<file path="src/rtl/apb_i2c_pkg.sv">
// Shared definitions for the APB front end of the I2C master: register map,
// CTRL/STATUS bit positions and the APB transfer FSM states.
package apb_i2c_pkg;
  localparam int OFF_DATA     = 0;
  localparam int OFF_CTRL     = 1;
  localparam int OFF_STATUS   = 2;
  localparam int OFF_PRESCALE = 3;
  localparam int OFF_SADDR    = 4;

  localparam int CTRL_EN    = 7;
  localparam int CTRL_RW    = 2;
  localparam int CTRL_STOP  = 1;
  localparam int CTRL_START = 0;

  localparam int ST_ACK_ERR  = 3;
  localparam int ST_BUSY     = 2;
  localparam int ST_RX_EMPTY = 1;
  localparam int ST_TX_FULL  = 0;

  typedef enum logic [1:0] {
    IDLE   = 2'd0,
    ACCESS = 2'd1,
    WAIT   = 2'd2
  } apb_state_e;
endpackage

</file>
<file path="src/rtl/apb_wait_timer.sv">
// Wait-state counter for stalled APB transfers; saturates at WAIT_MAX and
// flags timeout once that many wait states have been inserted.
module apb_wait_timer #(
  parameter int WAIT_MAX = 16
) (
  input  logic clk,
  input  logic rst,
  input  logic clr,
  input  logic inc,
  output logic timeout
);
  localparam int CW = $clog2(WAIT_MAX + 1);

  logic [CW-1:0] cnt_q, cnt_d;

  always_comb begin
    cnt_d = cnt_q;
    if (clr) begin
      cnt_d = '0;
    end else if (inc && (cnt_q != CW'(WAIT_MAX))) begin
      cnt_d = cnt_q + 1'b1;
    end
  end

  always_ff @(posedge clk or posedge rst) begin
    if (rst) begin
      cnt_q <= '0;
    end else begin
      cnt_q <= cnt_d;
    end
  end

  assign timeout = (cnt_q == CW'(WAIT_MAX));
endmodule

</file>
<file path="src/rtl/apb_i2c_regfile.sv">
// APB3 slave register file for the I2C master: register decode, FIFO wait
// states with bounded timeout, push/pop strobes and self-clearing START/STOP.
module apb_i2c_regfile
  import apb_i2c_pkg::*;
#(
  parameter int DATA_W       = 8,
  parameter int ADDR_W       = 8,
  parameter int PRESCALE_RST = 4,
  parameter int WAIT_MAX     = 16
) (
  input  logic              PCLK,
  input  logic              PRESET,
  input  logic              PSEL,
  input  logic              PENABLE,
  input  logic              PWRITE,
  input  logic [ADDR_W-1:0] PADDR,
  input  logic [DATA_W-1:0] PWDATA,
  output logic [DATA_W-1:0] PRDATA,
  output logic              PREADY,
  output logic              PSLVERR,
  input  logic              tx_full,
  input  logic              rx_empty,
  input  logic [DATA_W-1:0] rx_data,
  input  logic              core_busy,
  input  logic              ack_err,
  output logic [DATA_W-1:0] tx_data,
  output logic              tx_push,
  output logic              rx_pop,
  output logic              start_pulse,
  output logic              stop_pulse,
  output logic              ctrl_en,
  output logic              ctrl_rw,
  output logic [DATA_W-1:0] prescale,
  output logic [6:0]        slave_addr
);
  apb_state_e        state_q, state_d;
  logic              ctrl_en_q, ctrl_en_d, ctrl_rw_q, ctrl_rw_d;
  logic [DATA_W-1:0] prescale_q, prescale_d, tx_data_q, tx_data_d;
  logic [6:0]        saddr_q, saddr_d;
  logic              tx_push_q, tx_push_d, start_q, start_d, stop_q, stop_d;

  logic sel_data, sel_ctrl, sel_stat, sel_pre, sel_sadr, unmapped;
  logic acc_err, blocked, ready, err, wait_inc, timeout;
  logic done_ok, wr_ok, rd_ok;
  logic [DATA_W-1:0] rd_val;

  assign sel_data = (PADDR == ADDR_W'(OFF_DATA));
  assign sel_ctrl = (PADDR == ADDR_W'(OFF_CTRL));
  assign sel_stat = (PADDR == ADDR_W'(OFF_STATUS));
  assign sel_pre  = (PADDR == ADDR_W'(OFF_PRESCALE));
  assign sel_sadr = (PADDR == ADDR_W'(OFF_SADDR));
  assign unmapped = ~(sel_data | sel_ctrl | sel_stat | sel_pre | sel_sadr);

  // Errors complete without waiting, even if the FIFO would otherwise stall.
  assign acc_err = unmapped | (PWRITE & sel_stat) | (PWRITE & sel_data & ~ctrl_en_q)
                 | (PWRITE & sel_pre & core_busy);
  assign blocked = sel_data & (PWRITE ? tx_full : rx_empty);

  always_comb begin
    state_d  = state_q;
    ready    = 1'b0;
    err      = 1'b0;
    wait_inc = 1'b0;
    case (state_q)
      IDLE: begin
        if (PSEL && !PENABLE) state_d = ACCESS;
      end
      ACCESS: begin
        if (!PSEL) begin
          state_d = IDLE;
        end else if (PENABLE) begin
          if (acc_err) begin
            ready   = 1'b1;
            err     = 1'b1;
            state_d = IDLE;
          end else if (blocked) begin
            wait_inc = 1'b1;
            state_d  = WAIT;
          end else begin
            ready   = 1'b1;
            state_d = IDLE;
          end
        end
      end
      WAIT: begin
        if (!PSEL) begin
          state_d = IDLE;
        end else if (!blocked) begin
          ready   = 1'b1;
          state_d = IDLE;
        end else if (timeout) begin
          ready   = 1'b1;
          err     = 1'b1;
          state_d = IDLE;
        end else begin
          wait_inc = 1'b1;
        end
      end
      default: state_d = IDLE;
    endcase
  end

  apb_wait_timer #(.WAIT_MAX(WAIT_MAX)) u_timer (
    .clk    (PCLK),
    .rst    (PRESET),
    .clr    (~wait_inc),
    .inc    (wait_inc),
    .timeout(timeout)
  );

  assign done_ok = ready & ~err;
  assign wr_ok   = done_ok & PWRITE;
  assign rd_ok   = done_ok & ~PWRITE;

  always_comb begin
    rd_val = '0;
    if (sel_data) begin
      rd_val = rx_data;
    end else if (sel_ctrl) begin
      rd_val[CTRL_EN] = ctrl_en_q;
      rd_val[CTRL_RW] = ctrl_rw_q;
    end else if (sel_stat) begin
      rd_val[ST_ACK_ERR]  = ack_err;
      rd_val[ST_BUSY]     = core_busy;
      rd_val[ST_RX_EMPTY] = rx_empty;
      rd_val[ST_TX_FULL]  = tx_full;
    end else if (sel_pre) begin
      rd_val = prescale_q;
    end else if (sel_sadr) begin
      rd_val[6:0] = saddr_q;
    end
  end

  always_comb begin
    ctrl_en_d  = ctrl_en_q;
    ctrl_rw_d  = ctrl_rw_q;
    prescale_d = prescale_q;
    saddr_d    = saddr_q;
    tx_data_d  = tx_data_q;
    tx_push_d  = 1'b0;
    start_d    = 1'b0;
    stop_d     = 1'b0;
    if (wr_ok) begin
      if (sel_data) begin
        tx_data_d = PWDATA;
        tx_push_d = 1'b1;
      end
      if (sel_ctrl) begin
        ctrl_en_d = PWDATA[CTRL_EN];
        ctrl_rw_d = PWDATA[CTRL_RW];
        start_d   = PWDATA[CTRL_START];
        stop_d    = PWDATA[CTRL_STOP] & ~PWDATA[CTRL_START];
      end
      if (sel_pre)  prescale_d = PWDATA;
      if (sel_sadr) saddr_d    = PWDATA[6:0];
    end
  end

  always_ff @(posedge PCLK or posedge PRESET) begin
    if (PRESET) begin
      state_q    <= IDLE;
      ctrl_en_q  <= 1'b0;
      ctrl_rw_q  <= 1'b0;
      prescale_q <= DATA_W'(PRESCALE_RST);
      saddr_q    <= '0;
      tx_data_q  <= '0;
      tx_push_q  <= 1'b0;
      start_q    <= 1'b0;
      stop_q     <= 1'b0;
    end else begin
      state_q    <= state_d;
      ctrl_en_q  <= ctrl_en_d;
      ctrl_rw_q  <= ctrl_rw_d;
      prescale_q <= prescale_d;
      saddr_q    <= saddr_d;
      tx_data_q  <= tx_data_d;
      tx_push_q  <= tx_push_d;
      start_q    <= start_d;
      stop_q     <= stop_d;
    end
  end

  // tx_push and tx_data are captured on the same edge so the FIFO sees them aligned.
  assign PREADY      = ready;
  assign PSLVERR     = err;
  assign PRDATA      = rd_ok ? rd_val : '0;
  assign rx_pop      = rd_ok & sel_data;
  assign tx_data     = tx_data_q;
  assign tx_push     = tx_push_q;
  assign start_pulse = start_q;
  assign stop_pulse  = stop_q;
  assign ctrl_en     = ctrl_en_q;
  assign ctrl_rw     = ctrl_rw_q;
  assign prescale    = prescale_q;
  assign slave_addr  = saddr_q;
endmodule

</file>
<file path="config.mk">
export PLATFORM = sky130hd
export DESIGN_NAME = apb_i2c_regfile
export DESIGN_NICKNAME = d
export VERILOG_FILES = /design/src/rtl/apb_i2c_pkg.sv /design/src/rtl/apb_wait_timer.sv /design/src/rtl/apb_i2c_regfile.sv
export SDC_FILE = /design/constraint.sdc
export NUM_CORES = 1
export LEC_CHECK = 0
export ABC_AREA = 1
export CAP_MARGIN = 20
export CORE_ASPECT_RATIO = 1.2
export CORE_MARGIN = 3
export CORE_UTILIZATION = 46
export DETAILED_ROUTE_END_ITERATION = 10
export PLACE_DENSITY = 0.8
export SYNTH_ARGS = -nofsm -noshare
export SYNTH_HDL_FRONTEND = slang
export SYNTH_SLANG_ARGS = --single-unit
</file>
<file path="constraint.sdc">
create_clock -name PCLK -period 2.55 [get_ports PCLK]
set_clock_uncertainty 0.2 [all_clocks]
set_input_delay 0.3825 -clock PCLK [delete_from_list [all_inputs] [get_ports PCLK]]
set_output_delay 0.3825 -clock PCLK [all_outputs]
set_load 0.02 [all_outputs]
</file>
* Word-level counts from Yosys, hierarchy flattened *
Index checks and enable logic that the tools add are counted.
Widths: inputs -> output; s select.

storage, ports and cells
  register bits = 35
  bits in read-only memories = 0
  bits in writable memories = 0
  logic and storage cells = 107
  output and inout port bits = 39
  latch bits = 0
  bits of input ports = 33
  memories kept = 0

cells by class
  magnitude comparators = 0
  equal/unequal tests = 12
  mux-type cells = 51
  shift-type cells = 0
  add/sub/neg operators = 1
  multipliers = 0
  divide/modulo/power cells = 0
  bitwise operators = 23
  reductions and logical operators = 10

operators with widths
  cell                 count
  $mux 1               29
  $mux 2               9
  $eq 8x2->1 const B   2
  $mux 8               2
  $mux 7               2
  $mux 4               3
  $and 1x1->1          11
  $mux 5               2
  $eq 8x1->1 const B   1
  $eq 8x3->1 const B   1
  $logic_not 8->1      1
  $reduce_and 2->1     4
  $or 1x1->1           7
  $pmux 1 s2           3
  $pmux 2 s3           1
  $add 5x1->5 const B  1
  $eq 5x5->1 const B   1
  $ne 5x5->1 const B   1
  $not 1->1            5
  $ne 2x2->1 const B   2
  $ne 4x4->1 const B   1
  $ne 3x3->1 const B   1
  $reduce_and 3->1     1
  $eq 2x1->1 const B   1
  other kinds (4)      5

* Logic depth before layout (Yosys ltp) *
Gate-level depths: netlist of the first run.

  word-level depth = 17
  depth in mapped cells = 15
  mapped depth without buffers = 14

* Hierarchy *
Synthesis of the first run repeated with hierarchy kept, for this count alone.

second synthesis, totals
  cells, all modules = 284
  area total of the unflattened synthesis = 2128.3 um^2

by module, submodules not included
  module           instances  area each (um^2)  cells an instance
  apb_i2c_regfile  1          1788.0            243
  apb_wait_timer   1          340.3             41

* Worst setup path after synthesis of the first run *
Ideal clock, no wire load.

  kind = register to output
  start point = register u_timer.cnt_q[0]
  end point = output rx_pop
  slack = -0.154 ns
  arrival = 2.121 ns
  stages on the path, launching flop included = 11
  required time = 1.967 ns
  path buffers = 0
  cells stage by stage = dfrtp_1 > inv_1 > ha_1 > nand2_1 > nor3_1 > o21ai_2 > nand2_2 > nand3_4 > inv_2 > nand2_2 > nor3_1

between the ends
  cells in the longest elaborated chain, start to end = 9
  elaborated cells on any way between the ends = 12
  those cells by class = eq/ne (1); mux (7); bitwise (4)

ends and longest elaborated chain
  element                   RTL line                text
  start: declaration        apb_wait_timer.sv:14    logic [CW-1:0] cnt_q, cnt_d;
  start signal: assignment  apb_wait_timer.sv:29    cnt_q <= cnt_d;
  $eq 5x5->1 *              apb_wait_timer.sv:33    assign timeout = (cnt_q == CW'(WAIT_MAX));
  $mux 1 *                  apb_i2c_regfile.sv:91   end else if (timeout) begin
  $mux 1                    apb_i2c_regfile.sv:88   end else if (!blocked) begin
  $mux 1                    apb_i2c_regfile.sv:86   if (!PSEL) begin
  $pmux 1 s2                apb_i2c_regfile.sv:64   case (state_q)
  $not 1->1                 apb_i2c_regfile.sv:111  assign done_ok = ready & ~err;
  $and 1x1->1 *             apb_i2c_regfile.sv:111
  $and 1x1->1 *             apb_i2c_regfile.sv:113  assign rd_ok = done_ok & ~PWRITE;
  $and 1x1->1 *             apb_i2c_regfile.sv:187  assign rx_pop = rd_ok & sel_data;
  end: declaration          apb_i2c_regfile.sv:28   output logic rx_pop,

Every way passes the cells marked *; elsewhere a longest branch is shown, timed or not.

* Worst setup path after layout of the first run *
Ends and elaborated chain as after synthesis.

==> results of run 1 <==
## metal layers
metal | GRT usage, % | up-vias | share of wire (%)
met5 | 0 | - | 0
met4 | 13.3 | 0 | 3.5
met3 | 6.49 | 22 | 4.9
met2 | 50.8 | 74 | 56
met1 | 27.0 | 1165 | 36
li1 | - | 1155 | -
## Yosys cell counts
cell type,count
nand2_1,77
nand3_1,36
dfrtp_1,34
inv_1,23
nor2_1,14
a21oi_1,10
nand2_2,8
nor2_2,6
ha_1,5
nand3_2,5
o21ai_0,5
inv_2,4
nor3_1,4
a22o_1,3
nand4_1,3
nand4_4,3
nor2_8,3
a21oi_4,2
buf_2,2
buf_8,2
clkinv_1,2
nand2_4,2
xor2_1,2
a211oi_1,1
a32o_1,1
buf_6,1
clkbuf_4,1
clkbuf_8,1
dfstp_2,1
nand3_4,1
nor2_4,1
nor4_1,1
o211ai_1,1
o21ai_2,1
o22ai_1,1
o311ai_0,1
## where the power goes
part           switching (W)  internal [W]
sequential        0.00000600      0.000566
clock               0.000223      0.000291
combinational       0.000173      0.000151
## worst max-delay path, cell delays in order, from the launching register on
cell and delay (ns):
dfrtp_1 0.41, inv_2 0.09, ha_4 0.14, nand2_4 0.06
nor3_4 0.27, o21ai_4 0.08, nand2_2 0.09, nand3_4 0.11
inv_8 0.11, nand2_8 0.07, nor3_2 0.13, buf_4 0.16
## cell usage in the layout (no fill, tap or decap), types with 5 or more instances in the layout
master           netlist  layout
a21oi_1               10       9
nand3_1               36      35
nor2_2                 6       8
nand2_4                2       5
clkdlybuf4s50_1        0      49
buf_2                  2       8
nand2_1               77      71
inv_2                  4       8
clkbuf_8               1       5
buf_4                  0      61
nor2_1                14       9
inv_1                 23      18
nand2_2                8      10
dfrtp_1               34      34
buf_6                  1       9
## flip-flops by register name, summed over array words and instances, names as in the netlist
signal / cells
ctrl_en: 1
ctrl_rw: 1
prescale: 8
slave_addr: 7
start_pulse: 1
state_q: 2
stop_pulse: 1
tx_data: 8
tx_push: 1
u_timer.cnt_q: 5
## through the flow
stage	area [µm²]	power [W]	hold WS (ns)
after floorplan	2210	0.000720	0.278
after global placement	3340	0.000877	0.258
after detailed placement	3340	0.000885	0.260
after CTS	3520	0.00140	0.276
after global routing	3700	0.00147	0.305
final	3700	0.00141	0.281
## how the worst max path moves through the flow
stage | to | slack [ns] | startpoint
5_1_grt | PRDATA[2] | -0.18 | u_timer.cnt_q[0]$_DFFE_PP0P_
6_report | rx_pop | -0.07 | u_timer.cnt_q[0]$_DFFE_PP0P_
2_1_floorplan | PRDATA[2] | 0.09 | PADDR[4]
3_5_place_dp | PRDATA[2] | -0.86 | PADDR[2]
4_1_cts | PRDATA[1] | -0.01 | rx_empty
3_3_place_gp | rx_pop | -0.76 | PADDR[5]
## cell type report
cell class                 count  area [µm²]  area share [%]
timing repair buffer         136        1210            32.7
multi-input combinational    198        1310            35.4
clock buffer                   5        68.8            1.86
clock inverter                 3        43.8            1.18
sequential                    35         877            23.7
tap                           56        70.1            1.90
inverter                      29         119            3.21
## cells by family after synthesis
| group | after synthesis |
|---|---|
| buf+inv | 36 |
| fa+ha+maj | 5 |
| compound gates | 26 |
| flops | 35 |
| xor+xnor | 2 |
| simple gates | 164 |
## timing repair
item,in CTS,in global routing
pin swaps,12,14
buffers inserted,8,7
cloned,1,0
setup endpoints to repair,11,16
gates resized for setup,91,47
==> impl_metrics.py, run 1 <==
metrics = {
    "run_status": {
        "status": "finished with violations",
        "failed_checks": "negative setup slack",
    },
    "worst_setup_path": {
        "setup.worst_path.end_class": "primary output",
        "crit_arrival_ns": 2.04,
        "critPathMaxFanout": 5,
        "rr_startpoint": "u_timer.cnt_q[0]$_DFFE_PP0P_",
        "r2r.worst_path.cells": 14,
        "critPathKind": "reg -> out",
        "worst_setup_slack_for_register_to_register_paths_ns": 0.12,
        "worst-endpoint-required_ns": 1.97,
        "r2r_end": "tx_data[6]$_DFFE_PP0P_",
        "setup.worst_path.start_class": "flip-flop",
    },
    "synthesis": {
        "synth_cell_types": 36,
        "synth_top_area_cell": "dfrtp_1",
        "synth.yosys.seq_area_share_pct": 39.9,
        "synth-adder-area-share_pct": 2.84,
        "synth-compound-area-share_pct": 8.30,
        "yosys-mux-area-fraction_pct": 0,
        "synth-warning-count": 0,
        "main_combinational_cell_family_by_area_after_synthesis": "simple AND/OR/NAND/NOR gates",
        "synth_seq_cells": 35,
        "synthDominantCellAreaShare_pct": 38.7,
        "syn_avg_cell_area_um2": 8.21,
        "synth_fp_nets": 306,
        "yosys.area_share.xor_xnor_pct": 0.796,
        "netlist_top_cells_area": "dfrtp_1, nand2_1, nand3_1",
        "syn_area_um2": 2200,
        "post_synth_and_or_nand_nor_area_fraction_pct": 40.0,
        "postSynthCellCount": 268,
    },
    "global_route": {
        "grt_antenna_before_repair": 0,
        "first_pass_grt_wire_length_mm": 11.7,
        "overall_overflow_remaining_after_global_route": 0,
        "grt_overall_usage_pct": 26.5,
        "first_global_vias": 2500,
        "grt_start_max_net_pins": 36,
    },
    "floorplan": {
        "initial_utilization_pct": 49.7,
        "placeableCoreArea_um2": 4420,
        "die-height_um": 81.8,
        "pin_count": 72,
        "row_count": 26,
        "floorplan.die_area_um2": 5650,
        "floorplan.die.width_um": 69.1,
    },
    "timing": {
        "drv_slew": 0,
        "fin_tns_setup_ns": -0.404,
        "period_needed_ns": 2.62,
        "timing.fmax_mhz": 382,
        "rsz_0062_raised_after_global_routing": "true",
        "hold_violations": 0,
        "setup_slack_ns": -0.0694,
        "setup_viol_count_final": 10,
        "post-route-period-util_pct": 103,
        "slew_worst_pin_ns": 0.458,
        "timing.slew.headroom_pct": 69.5,
    },
    "power": {
        "worst_ir_drop_on_vdd_v": 0.000442,
        "total_leakage_power_nw": 1.85,
        "power_density_nw_per_um2": 381,
    },
    "clocking": {
        "library_cell_used_as_clock_root_buffer": "clkbuf_8",
        "cts.hold.buffers_added": 0,
        "htree_levels": 2,
        "cts-buffers-inserted": 5,
        "clk_pin_slew_ns": 0.08,
        "cts_tree": "built",
        "worst_skew_pair.late_latency_ns": 0.30,
        "cts_sink_count": 35,
        "largest_buffer_count_on_any_clock_path": 2,
    },
    "drt": {
        "number_of_vias_per_cell": 5.23,
        "drcViolationCount": 0,
        "detailroute.via_count": 2416,
        "route.antenna.remaining_nets": 0,
        "detailedRoute.firstPassIterationCount": 4,
        "detail_route.iter0.violations": 123,
        "routed_wirelength_mm": 7.52,
        "routed_len_inst_um": 16.3,
    },
    "placement": {
        "io_buffer_count": 71,
        "dp_cells": 438,
        "dp_worst_setup_slack_ns": -0.864,
        "gp_congestion": 0.884,
        "detailed_place_hpwl_mm": 5.10,
    },
    "cells_and_area": {
        "nets": 443,
        "drive_gt1_share_pct": 38.2,
        "layout_area_overhead_pct": 68.0,
        "layoutNonFillerInstCount": 462,
        "n_antenna_cell": 0,
        "postLayoutCoreUtil_pct": 83.6,
        "fill_cells": 266,
    },
    "run": {
        "max_cap_violations": 0,
    },
    "min_path": {
        "min-delay-path-class": "in -> async",
    },
}
(Power assumes the default switching activity.)
==> run 2, diff against run 1 <==
--- a/config.mk
+++ b/config.mk
@@ -11,7 +11,8 @@
 export CORE_MARGIN = 3
 export CORE_UTILIZATION = 46
 export DETAILED_ROUTE_END_ITERATION = 10
-export PLACE_DENSITY = 0.8
+export PLACE_DENSITY = 0.91
+export SETUP_SLACK_MARGIN = 0.15
 export SYNTH_ARGS = -nofsm -noshare
 export SYNTH_HDL_FRONTEND = slang
 export SYNTH_SLANG_ARGS = --single-unit
==> constraint.sdc (replaced) <==
create_clock -name PCLK -period 2.55 [get_ports PCLK]
set_clock_uncertainty 0.2 [all_clocks]
set_input_delay 0.3825 -clock PCLK [delete_from_list [all_inputs] [get_ports PCLK]]
set_output_delay 0.3825 -clock PCLK [all_outputs]
set_load 0.01 [all_outputs]
==> impl_metrics.py, run 2 (synthesis gave the netlist of run 1 again) <==
metrics = {
    "timing": {
        "fin_tns_setup_ns": -0.774,
        "slew_worst_pin_ns": 0.462,
        "rsz_0062_raised_after_global_routing": "true",
        "post-route-period-util_pct": 105,
        "setup_viol_count_final": 12,
        "hold_violations": 0,
        "setup_slack_ns": -0.119,
        "drv_slew": 0,
        "period_needed_ns": 2.67,
        "timing.slew.headroom_pct": 69.2,
        "timing.fmax_mhz": 375,
    },
    "global_route": {
        "first_global_vias": 2627,
        "grt_overall_usage_pct": 28.3,
        "grt_start_max_net_pins": 36,
        "overall_overflow_remaining_after_global_route": 0,
        "grt_antenna_before_repair": 0,
        "first_pass_grt_wire_length_mm": 12.5,
    },
    "drt": {
        "detailroute.via_count": 2688,
        "route.antenna.remaining_nets": 0,
        "detailedRoute.firstPassIterationCount": 5,
        "detail_route.iter0.violations": 238,
        "routed_len_inst_um": 20.0,
        "number_of_vias_per_cell": 5.64,
        "routed_wirelength_mm": 9.52,
        "drcViolationCount": 0,
    },
    "power": {
        "power_density_nw_per_um2": 351,
        "total_leakage_power_nw": 1.94,
        "worst_ir_drop_on_vdd_v": 0.000269,
    },
    "worst_setup_path": {
        "worstSetupEndpoint": "PRDATA[2]",
        "critical_path.startpoint": "PADDR[6]",
        "setup.worst_path.end_class": "primary output",
        "critPathMaxFanout": 6,
        "worst-endpoint-required_ns": 1.97,
        "crit_arrival_ns": 2.09,
        "worst_setup_slack_for_register_to_register_paths_ns": 0.18,
        "r2r_end": "u_timer.cnt_q[2]$_DFFE_PP0P_",
        "critPathKind": "in -> out",
        "r2r.worst_path.cells": 15,
        "setup.worst_path.start_class": "input pin",
        "rr_startpoint": "ctrl_en$_DFFE_PP0P_",
    },
    "placement": {
        "gp_congestion": 0.857,
        "post_dp_cell_area_um2": 3330,
        "io_buffer_count": 71,
        "detailed_place_hpwl_mm": 5.33,
    },
    "clocking": {
        "library_cell_used_as_clock_root_buffer": "clkbuf_8",
        "cts-buffers-inserted": 5,
        "cts_sink_count": 35,
        "clk_pin_slew_ns": 0.07,
        "cts_tree": "built",
        "largest_buffer_count_on_any_clock_path": 2,
        "cts.hold.buffers_added": 0,
        "htree_levels": 2,
        "worst_skew_pair.late_latency_ns": 0.30,
    },
    "floorplan": {
        "initial_utilization_pct": 49.7,
        "pin_count": 72,
        "placeableCoreArea_um2": 4420,
        "die-height_um": 81.8,
        "floorplan.die.width_um": 69.1,
        "floorplan.die_area_um2": 5650,
        "row_count": 26,
    },
    "cells_and_area": {
        "final_area_um2": 3860,
        "drive_gt1_share_pct": 41.8,
        "most-common-layout-cells": "nand2_1, buf_4, clkdlybuf4s50_1, nand3_1, dfrtp_1",
        "fill_cells": 210,
        "n_antenna_cell": 0,
        "nets": 458,
        "layout_area_overhead_pct": 75.6,
        "mostFrequentLayoutCell": "nand2_1",
    },
    "run": {
        "max_cap_violations": 0,
    },
    "run_status": {
        "status": "finished with violations",
        "failed_checks": "negative setup slack",
    },
    "min_path": {
        "min-delay-path-class": "reg -> reg",
    },
}
[run 2: cell count changes in the layout (fill, tap and decap cells not counted), moves of 3 or more]
cell / before / now
buf_6: 9 / 22
nor2_4: 4 / 11
nor2_2: 8 / 4
buf_4: 61 / 64
inv_1: 18 / 15
inv_4: 1 / 4
nor2_1: 9 / 6
[run 2: cell type report]
cell class / instances / area, µm² / area share [%]
Sequential cell: 35 / 877 / 22.7
Timing Repair Buffer: 152 / 1370 / 35.4
Clock buffer: 6 / 72.6 / 1.88
Inverter: 29 / 120 / 3.11
Clock inverter: 2 / 12.5 / 0.324
Tap cell: 56 / 70.1 / 1.81
Multi-Input combinational cell: 197 / 1340 / 34.7
[run 2: critical path, cell delays in order]
cell and delay, ns:
buf_4 0.13, nor2_4 0.14, nand2_4 0.09, buf_6 0.14, nor2_8 0.11, nand3_2 0.09, nand4_1 0.16, nand2_2 0.10
nand2_2 0.10, nand3_4 0.08, inv_4 0.09, nand2_8 0.07, buf_4 0.15, a21oi_2 0.11, buf_2 0.15
[run 2: worst min path at each step]
| stage | startpoint | to | cells past startpoint |
|---|---|---|---|
| 2_1_floorplan | prescale[2]$_DFFE_PP1P_ | prescale[2]$_DFFE_PP1P_ | 2 |
| 3_3_place_gp | tx_data[4]$_DFFE_PP0P_ | tx_data[4]$_DFFE_PP0P_ | 2 |
| 3_5_place_dp | tx_data[3]$_DFFE_PP0P_ | tx_data[3]$_DFFE_PP0P_ | 2 |
| 4_1_cts | tx_data[1]$_DFFE_PP0P_ | tx_data[1]$_DFFE_PP0P_ | 2 |
| 5_1_grt | tx_data[0]$_DFFE_PP0P_ | tx_data[0]$_DFFE_PP0P_ | 2 |
| 6_report | tx_data[1]$_DFFE_PP0P_ | tx_data[1]$_DFFE_PP0P_ | 2 |
[run 2: report_power, final]
part / switching, W / internal, W
registers: 0.00000782 / 0.000566
logic: 0.000190 / 0.000174
clock network: 0.000225 / 0.000191
total: 0.000424 / 0.000931
[run 2: stage by stage]
step	setup WS, ns	util [%]	power (W)	std cells	hold WS [ns]
2_1_floorplan	0.182	-	0.000713	268	0.275
3_3_place_gp	-0.736	75.3	0.000868	440	0.257
3_5_place_dp	-0.859	75.3	0.000880	440	0.264
4_1_cts	-0.0587	80.0	0.00129	461	0.283
5_1_grt	-0.183	87.3	0.00140	477	0.309
6_report	-0.119	87.3	0.00135	477	0.281
[run 2: routing by layer]
layer  track usage, %  vias up  part of all wire, %
met5                0        -                    0
met4             17.6        0                  5.7
met3             5.88       45                  7.1
met2             51.5      171                   52
met1             30.2     1291                   36
li1                 -     1181                    -
[run 2: timing repair]
item	4_1_cts	5_1_grt
gates resized for setup	110	58
setup buffers	13	16
hold endpoints to repair	0	0
pin swaps	18	17
endpoints found under the setup margin	36	17
==> run 3, diff against run 2 <==
--- a/config.mk
+++ b/config.mk
@@ -10,6 +10,7 @@
 export CORE_ASPECT_RATIO = 1.2
 export CORE_MARGIN = 3
 export CORE_UTILIZATION = 46
+export CTS_CLUSTER_SIZE = 30
 export DETAILED_ROUTE_END_ITERATION = 10
 export PLACE_DENSITY = 0.91
 export SETUP_SLACK_MARGIN = 0.15
==> results of run 3 <==
Final layout, timing and power as in run 2 (identical DEF).
